## src/rtl/trd_sched.sv

```systemverilog
// rtl/trd_sched.sv - 8-thread round-robin fetch scheduler with miss blocking.
// Optional watchdog auto-unblock enabled by defining TRD_SCHED_BACKOFF_EN.
module trd_sched #(
    parameter int MISS_WAIT = 8
) (
    input  logic       clk,
    input  logic       rst,
    input  logic [7:0] run_trd,
    input  logic       stall,
    input  logic       i_miss,
    input  logic [2:0] i_miss_trd,
    input  logic       d_miss,
    input  logic [2:0] d_miss_trd,
    input  logic       fill_vld,
    input  logic [2:0] fill_trd,
    input  logic       kill,
    input  logic [2:0] kill_trd,
    output logic [2:0] trd_if,
    output logic       trd_if_vld,
    output logic [7:0] blocked_trd,
    output logic       idle
);

    logic [2:0] last_grant;
    logic [7:0] miss_vec;
    logic [7:0] fill_vec;
    logic [7:0] kill_vec;
    logic [7:0] eligible;
    logic [7:0] expire;
    logic [2:0] winner;
    logic [2:0] idx;
    logic       found;

    always_comb begin
        miss_vec = '0;
        fill_vec = '0;
        kill_vec = '0;
        if (i_miss)   miss_vec[i_miss_trd] = 1'b1;
        if (d_miss)   miss_vec[d_miss_trd] = 1'b1;
        if (fill_vld) fill_vec[fill_trd]   = 1'b1;
        if (kill)     kill_vec[kill_trd]   = 1'b1;
    end

    // A thread missing this very cycle is already ineligible, before its block registers.
    assign eligible = run_trd & ~blocked_trd & ~miss_vec;
    assign idle     = ~|eligible;

    always_comb begin
        winner = last_grant;
        found  = 1'b0;
        idx    = '0;
        for (int k = 1; k <= 8; k++) begin
            idx = last_grant + 3'(k);
            if (!found && eligible[idx]) begin
                winner = idx;
                found  = 1'b1;
            end
        end
    end

    always_ff @(posedge clk) begin
        if (rst) begin
            trd_if     <= '0;
            trd_if_vld <= 1'b0;
            last_grant <= 3'd7;
        end else if (!stall) begin
            if (found) begin
                trd_if     <= winner;
                trd_if_vld <= 1'b1;
                last_grant <= winner;
            end else begin
                trd_if_vld <= 1'b0;
            end
        end
    end

`ifdef TRD_SCHED_BACKOFF_EN
    logic [7:0] wd_cnt [8];

    // Counter at 1 on a blocked thread means this edge takes it to zero.
    always_comb begin
        expire = '0;
        for (int i = 0; i < 8; i++)
            expire[i] = blocked_trd[i] && (wd_cnt[i] == 8'd1);
    end

    always_ff @(posedge clk) begin
        for (int i = 0; i < 8; i++) begin
            if (rst || kill_vec[i])
                wd_cnt[i] <= '0;
            else if (miss_vec[i])
                wd_cnt[i] <= 8'(MISS_WAIT);
            else if (fill_vec[i])
                wd_cnt[i] <= '0;
            else if (blocked_trd[i] && wd_cnt[i] != 8'd0)
                wd_cnt[i] <= wd_cnt[i] - 8'd1;
        end
    end
`else
    logic unused_miss_wait;
    assign unused_miss_wait = ^8'(MISS_WAIT);
    assign expire = '0;
`endif

    // Miss beats fill; kill beats both.
    always_ff @(posedge clk) begin
        if (rst)
            blocked_trd <= '0;
        else
            blocked_trd <= ((blocked_trd & ~fill_vec & ~expire) | miss_vec) & ~kill_vec;
    end

endmodule

```

## config.mk

```make
export PLATFORM = sky130hd
export DESIGN_NAME = trd_sched
export DESIGN_NICKNAME = d
export VERILOG_FILES = /design/src/rtl/trd_sched.sv
export SDC_FILE = /design/constraint.sdc
export NUM_CORES = 1
export LEC_CHECK = 0
export ABC_AREA = 0
export CORE_ASPECT_RATIO = 2
export CORE_MARGIN = 4
export CORE_UTILIZATION = 55
export CTS_CLUSTER_DIAMETER = 60
export CTS_CLUSTER_SIZE = 40
export DETAILED_ROUTE_END_ITERATION = 8
export DONT_BUFFER_PORTS = 1
export MAX_ROUTING_LAYER = met4
export PLACE_DENSITY = 0.7
export SETUP_SLACK_MARGIN = 0.2
export SLEW_MARGIN = 20
export SYNTH_ARGS = -nofsm -noshare
export SYNTH_HDL_FRONTEND = slang
export SYNTH_SLANG_ARGS = --single-unit
```

## constraint.sdc

```tcl
create_clock -name clk -period 8.35 [get_ports clk]
set_input_delay 1.67 -clock clk [delete_from_list [all_inputs] [get_ports clk]]
set_output_delay 1.67 -clock clk [all_outputs]
set_load 0.05 [all_outputs]
```

==> flow_summary.ini <==
[clock_tree]
clk_latency_ns = 0.26
cts_resized = 0
clk_pin_slew_ns = 0.07
h-tree-depth = 1
cts.path.max_buffers = 2
cts-root-buf = clkbuf_8
postCtsSetupBuffers = 0
cts_tree = done
hold_buffers = 0
numCtsBuffers = 3
cts_sinks = 15

[cells_and_area]
syn_to_final_growth_pct = 2.82
fin_nets = 274
design_area_sq_um = 2140
stdcell_count = 293
antenna_cells = 0
drive_above_1_share_pct = 17.2
utilization_pct = 58.8

[grt]
grt_pass1_vias = 2176
track_usage_pct = 29.2
overflow = 0
grt_pass1_wl_um = 10400
grt_max_degree = 19
antenna_found_initial = 0

[yosys]
synth.distinct_cells = 68
ys_ff_latch = 15
yosysWarningCount = 0
syn_nets = 280
syn_area_sq_um = 2080
yosys-top-cells-area = dfxtp_1 (14%), mux4_2 (7.6%), nor4_1 (4.2%)
synth.top_cell.area_share_pct = 14.4
async_flop_share_pct = 0
synthCells = 251
seq_area_frac_synth_pct = 14.4
avgSynthCellArea_sq_um = 8.30
synth_edf_count = 0
synthFlopType = dfxtp_1
yosysTopAreaCell = dfxtp_1

[die]
io_pins = 40
die_y_um = 95.1
core_sq_um = 3650
dieArea_sq_um = 4900
die_w_um = 51.5
start_util_pct = 57.2
rows = 31

[power]
ir_drop_mv = 0.141
switching_share_pct = 55.0
power.density_nw_per_um2 = 378
switchingPower_mw = 0.446
pwr-share-comb_pct = 74.9
intPower_mw = 0.365
pwr-share-seq_pct = 17.0
finalPower_mw = 0.810
p_leak_nw = 0.717
p_clk_share_pct = 8.0

[routing]
ant_nets = 0
drt_first_pass_iters = 5
post-route-drc-count = 0
vias_per_cell = 7.42
wl_um = 6530
m1WireLength_um = 2080
route.met3.wl_um = 371
vias = 2175
drt_iter0_markers = 64
highest_layer = met4
met2_length_um = 3450
wl_per_cell_um = 22.3

[timing]
skew_ns = 0.00689
fin_crit_sh_pct = 58.2
fmax_mhz = 206
rsz0062_at_grt = no
final-hold-violation-count = 0
drv_slew = 0
worstMarginPinSlew_ns = 0.749
finalSetupViolCount = 0
finalSetupTns_ns = 0
min_period_ns = 4.86
relSlewSlack_pct = 49.7

[placed_design]
port_buffers = 0
place_area_sq_um = 2100
dp_hpwl_um = 5320
dp_cells = 289
gp_congestion = 1.03

[status]
outcome = finished, final reports clean

[worst_setup_path]
required_ns = 6.68
path_class = in2out
start_kind = primary input
cp-end-kind = output pin
cp.arrival_ns = 3.19
cp_max_fo = 8

[hold_path]
hold_path_class = reg2reg

[run]
max_cap_violations = 0
-- synth_stat cells, types with 4 or more instances --
| cell | count |
|---|---|
| a211oi_1 | 7 |
| dfxtp_1 | 15 |
| mux4_2 | 7 |
| clkbuf_1 | 7 |
| nand2b_1 | 11 |
| nor4_1 | 14 |
| nor2b_1 | 4 |
| and4bb_2 | 4 |
| inv_1 | 5 |
| o21ai_0 | 7 |
| nand3_1 | 6 |
| nor3_1 | 16 |
| and4b_1 | 6 |
| a221oi_1 | 6 |
| nand2_1 | 14 |
| o21ai_1 | 4 |
| a21oi_1 | 9 |
| nor2_1 | 20 |
| nor4_2 | 6 |
-- flip-flops by register name, summed over array words and instances, names as in the netlist --
signal       cells
trd_if_vld       1
last_grant       3
trd_if           3
blocked_trd      8
-- per-stage QoR --
stage / hold WS, ns / setup slack, ns
detailed placement: 0.693 / 3.49
floorplan: 0.671 / 3.04
global placement: 0.682 / 3.46
CTS: 0.703 / 3.49
global route: 0.734 / 3.38
finish: 0.691 / 3.49
-- cell families (layout without fill, tap and decap cells) --
group           after synthesis  in the layout  share of synthesized area (%)
fa+ha+maj                     2              2                           1.20
flops                        15             15                           14.4
simple gates                132            132                           44.6
compound gates               66             66                           23.0
xor+xnor                      6              6                           2.52
mux                          11             11                           10.1
buf+inv                      19             12                           4.14
-- area by class of cell --
type	count	area [sq um]
inverter	6	22.5
sequential	15	300
timing repair buffer	2	15.0
multi-input combinational	217	1700
clock buffer	3	41.3
fill	366	1500
clock inverter	1	5.00
tap	49	61.3
-- critical path, cell delays in order --
cell     delay (ns)
nor4b_2        0.39
nor3_1         0.17
or4_1          0.56
nor4_2         0.15
buf_4          0.25
-- path summary, 6_finish.rpt --
| path | end | start | cells past startpoint | slack, ns |
|---|---|---|---|---|
| worst min register to register | trd_if_vld | trd_if_vld | 2 | 0.69 |
| worst max-delay path | idle | d_miss_trd[0] | 5 | 3.49 |
| worst min-delay path | trd_if_vld | trd_if_vld | 2 | 0.69 |
| worst max register to register | trd_if[1] | last_grant[1] | 10 | 4.10 |
-- power groups by stage --
stage	sequential [mW]	combinational, mW	clock (mW)
6_report	0.138	0.607	0.0651
5_1_grt	0.141	0.657	0.0675
4_1_cts	0.138	0.596	0.0647
3_5_place_dp	0.139	0.594	0
3_3_place_gp	0.139	0.592	0
2_1_floorplan	0.119	0.509	0
-- cells in the final DEF, fill, tap and decap left out, types with 3 or more instances in the layout --
cell	netlist	layout
o31ai_1	3	3
mux4_2	7	7
inv_1	5	5
nor4_1	14	14
dfxtp_1	15	15
nand4b_1	3	3
nand2b_1	11	11
o21a_1	3	3
nor4_2	6	6
and4b_1	6	6
xor2_1	3	3
clkbuf_8	0	3
a211oi_1	7	7
mux2i_1	3	3
nor2b_1	4	4
nor3_1	16	16
a22oi_1	3	3
nor2_1	20	20
a21oi_1	9	9
nand3b_1	3	3
nand3_1	6	6
nand2_1	14	14
and4bb_2	4	4
nor4b_2	3	3
o21ai_0	7	7
a221oi_1	6	6
xnor2_1	3	3
o21ai_1	4	4
-- routing by layer --
metal	vias to the layer above	global-route usage, %
li1	1006	-
met1	1016	25.5
met2	111	50.6
met3	42	4.69
met4	0	28.0
met5	-	-
(Power assumes the default switching activity.)
